## src/rtl/alu_16bit.sv

```systemverilog
// Registered integer ALU: add, subtract, AND, OR and XOR on two WIDTH-bit operands.
// The result and the carry/zero/negative/overflow flags are captured on the rising clock
// edge. A new operation is accepted every cycle and appears one cycle later.
module alu_16bit #(
    parameter int WIDTH = 16
) (
    input  logic             clk,
    input  logic             rst_n,
    input  logic [WIDTH-1:0] A,
    input  logic [WIDTH-1:0] B,
    input  logic [2:0]       sel,
    output logic [WIDTH-1:0] C,
    output logic             carry,
    output logic             zero,
    output logic             negative,
    output logic             overflow
);

    localparam int MSB = WIDTH - 1;

    // Operation select codes; the three codes not listed here are reserved.
    localparam logic [2:0] OP_ADD = 3'b000;
    localparam logic [2:0] OP_SUB = 3'b001;
    localparam logic [2:0] OP_AND = 3'b010;
    localparam logic [2:0] OP_OR  = 3'b011;
    localparam logic [2:0] OP_XOR = 3'b111;

    // Arithmetic is done one bit wider so the top bit holds carry-out or borrow.
    logic [WIDTH:0]   sum_ext;
    logic [WIDTH:0]   diff_ext;

    // Bitwise results, built per bit.
    logic [WIDTH-1:0] and_bits;
    logic [WIDTH-1:0] or_bits;
    logic [WIDTH-1:0] xor_bits;

    // Signed overflow candidates for the two arithmetic operations.
    logic             add_ovf;
    logic             sub_ovf;

    // Next-state values for the output registers.
    logic [WIDTH-1:0] result_next;
    logic             carry_next;
    logic             overflow_next;
    logic             zero_next;
    logic             negative_next;

    // Output registers.
    logic [WIDTH-1:0] result_reg;
    logic             carry_reg;
    logic             zero_reg;
    logic             negative_reg;
    logic             overflow_reg;

    // In the wide difference, bit WIDTH is set exactly when A < B (unsigned), i.e. a borrow.
    assign sum_ext  = {1'b0, A} + {1'b0, B};
    assign diff_ext = {1'b0, A} - {1'b0, B};

    generate
        for (genvar gi = 0; gi < WIDTH; gi++) begin : g_bitwise
            assign and_bits[gi] = A[gi] & B[gi];
            assign or_bits[gi]  = A[gi] | B[gi];
            assign xor_bits[gi] = A[gi] ^ B[gi];
        end
    endgenerate

    // Add overflows when both operands share a sign and the result does not.
    // Subtract overflows when the operand signs differ and the result sign differs from A.
    assign add_ovf = (A[MSB] == B[MSB]) && (sum_ext[MSB]  != A[MSB]);
    assign sub_ovf = (A[MSB] != B[MSB]) && (diff_ext[MSB] != A[MSB]);

    // Select the result and flags for the requested operation; reserved codes give all zero.
    always_comb begin
        result_next   = '0;
        carry_next    = 1'b0;
        overflow_next = 1'b0;
        case (sel)
            OP_ADD: begin
                result_next   = sum_ext[WIDTH-1:0];
                carry_next    = sum_ext[WIDTH];
                overflow_next = add_ovf;
            end
            OP_SUB: begin
                result_next   = diff_ext[WIDTH-1:0];
                carry_next    = diff_ext[WIDTH];
                overflow_next = sub_ovf;
            end
            OP_AND:  result_next = and_bits;
            OP_OR:   result_next = or_bits;
            OP_XOR:  result_next = xor_bits;
            default: result_next = '0;
        endcase
        zero_next     = (result_next == '0);
        negative_next = result_next[MSB];
    end

    // Capture the result and flags each edge; a low rst_n clears everything, operands ignored.
    always_ff @(posedge clk) begin
        if (!rst_n) begin
            result_reg   <= '0;
            carry_reg    <= 1'b0;
            zero_reg     <= 1'b0;
            negative_reg <= 1'b0;
            overflow_reg <= 1'b0;
        end else begin
            result_reg   <= result_next;
            carry_reg    <= carry_next;
            zero_reg     <= zero_next;
            negative_reg <= negative_next;
            overflow_reg <= overflow_next;
        end
    end

    assign C        = result_reg;
    assign carry    = carry_reg;
    assign zero     = zero_reg;
    assign negative = negative_reg;
    assign overflow = overflow_reg;

endmodule

```

## config.mk

```make
export PLATFORM = sky130hd
export DESIGN_NAME = alu_16bit
export DESIGN_NICKNAME = d
export VERILOG_FILES = /design/src/rtl/alu_16bit.sv
export SDC_FILE = /design/constraint.sdc
export NUM_CORES = 1
export LEC_CHECK = 0
export ABC_AREA = 1
export CORE_MARGIN = 4
export CORE_UTILIZATION = 29
export DETAILED_ROUTE_END_ITERATION = 8
export SETUP_SLACK_MARGIN = 0.1
export SLEW_MARGIN = 0
export SYNTH_ARGS = -nofsm -noshare
export SYNTH_HDL_FRONTEND = slang
export SYNTH_SLANG_ARGS = --single-unit
```

## constraint.sdc

```tcl
create_clock -name clk -period 4.5 [get_ports clk]
set_input_delay 0.45 -clock clk [delete_from_list [all_inputs] [get_ports clk]]
set_output_delay 0.45 -clock clk [all_outputs]
set_load 0.02 [all_outputs]
```

==> metrics.csv <==
metric,value,unit
status,"complete, no violations",
ant_nets,0,
final_common_cell,nand2_1,
yosysTopAreaCell,nand2_1,
start_util,29.5,%
worstSetupEndpointType,flop,
drive_gt1_share,6.61,%
rsz0062_at_grt,no,
drv_slew,0,
synth_top_cell_area_share,18.7,%
synth_cell_types,36,
rows,40,
tns,0,ns
worst_ir_drop_vdd,0.117,mV
post_cts_resized,0,
vias,3774,
cp_max_fo,9,
dieHeight,118,µm
die-area,14000,µm²
ys_top_cells_by_area,"nand2_1, ha_1, inv_1, dfxtp_1, nand3_1",
async_flop_share,0,%
post_cts_buffers,0,
ctsLongestPathBuffers,2,
core_area,12000,µm²
largest_register_ffs,16,
clockRootBuffer,clkbuf_16,
setup_violations,0,
syn_avg_cell_area,5.81,µm²
wl_per_cell,13.3,µm
leakagePower,0.00229,µW
maxCapViolations,0,
drt_first_pass_iters,4,
tightest_slew,0.684,ns
synth.yosys.seq_area_share,10.8,%
worstPathRequired,4.68,ns
place_congestion,0.970,
overflow,0,
dieWidth,118,µm
dp_hpwl,8910,µm
antennaDiodeCount,0,
start_kind,input pin,
drt_iter0_markers,305,
fin_cells,798,
routed_wl,10600,µm
hold_path_class,input pin to flop,
yosysWarnings,0,
grt_max_degree,18,
htreeDepth,1,
fin_crit,2.69,ns
clkTransAtPathRegs,0.05,ns
cts_tree,yes,
max_freq,372,MHz
drc,0,
fin_nets,740,
period_share,59.8,%
ys.flop_type,dfxtp_1,
first_global_vias,3497,
max_slew_margin,54.3,%
numPlacedInstances,794,
p_per_area,188,nW/µm²
crit_arrival,2.87,ns
cts_sinks,19,
area.growth.synth_to_final,19.0,%
synth_seq_cells,19,
syn-cell-area,3530,µm²
synth_nets,695,
finalHoldViolCount,0,
synth_cells,607,
num_io_pins,57,
antenna_found_initial,0,
worstSetupPathType,input pin to flop,
grt_pass1_wl,17300,µm
vias_per_cell,4.73,
cts_made_buffers,3,
ctsHoldBuffers,0,
place.port_buffers,56,
mostFrequentLayoutCells,"nand2_1, inv_1, nor2_1",
grt_usage,14.8,%
synth_edf_count,0,
[cells by family after synthesis]
kind of cell    synth area share (%)
simple gates                    42.6
buf+inv                         17.5
compound gates                  10.4
fa+ha+maj                       18.5
xor+xnor                       0.248
flops                           10.8
[worst max-delay path, stage by stage]
cell and delay (ns):
clkdlybuf4s50_1 0.50, inv_1 0.06, ha_1 0.54, nand2_1 0.18, nor2_1 0.20, and2_1 0.15, nand2_1 0.11, nand2_1 0.09
nand2_1 0.06, nand3_1 0.09, nand3_2 0.08, nor2_1 0.13, nand2_1 0.08, nor3_2 0.14
[metal layers]
metal  part of all wire, %  global-route usage, %
met4                   1.2                   2.86
met5                     0                      0
met2                    43                   23.9
met1                    50                   21.4
met3                   5.4                   1.48
[Yosys cell counts, types with 5 or more instances]
master     n
inv_2      8
buf_6     11
nand3_2    6
o22ai_1    5
a21oi_1   35
nand2_1  176
nand4_1    9
inv_1    110
ha_1      49
nand2_2    6
nand3_1   60
o21ai_0    7
nor2_1    61
dfxtp_1   19
[through the flow]
stage	setup WS (ns)	utilization, %	power [µW]	instance area, µm²	hold slack (ns)
after floorplan	2.46	-	485	3530	0.635
after global placement	1.62	34.4	615	4120	1.24
after detailed placement	1.57	34.4	614	4120	1.25
after CTS	1.82	35.1	791	4200	1.02
after global routing	1.60	35.1	852	4200	1.07
final	1.81	35.1	791	4200	1.02
[cell type report]
cell class,count,area [µm²]
Fill cell,1344,7760
Multi-Input combinational cell,450,2530
Timing Repair Buffer,57,568
Inverter,121,457
Sequential cell,19,380
Tap cell,147,184
Clock buffer,4,78.8
[final timing paths]
check	from	to	cells after the start
hold / removal	sel[2]	C[0]$_SDFF_PN0_	4
setup / recovery	A[11]	zero$_SDFF_PN0_	14
[report_power, final]
| part | internal (µW) | switching [µW] |
|---|---|---|
| sequential | 181 | 3.00 |
| clock | 120 | 56.5 |
| combinational | 158 | 273 |
(Power assumes the default switching activity.)
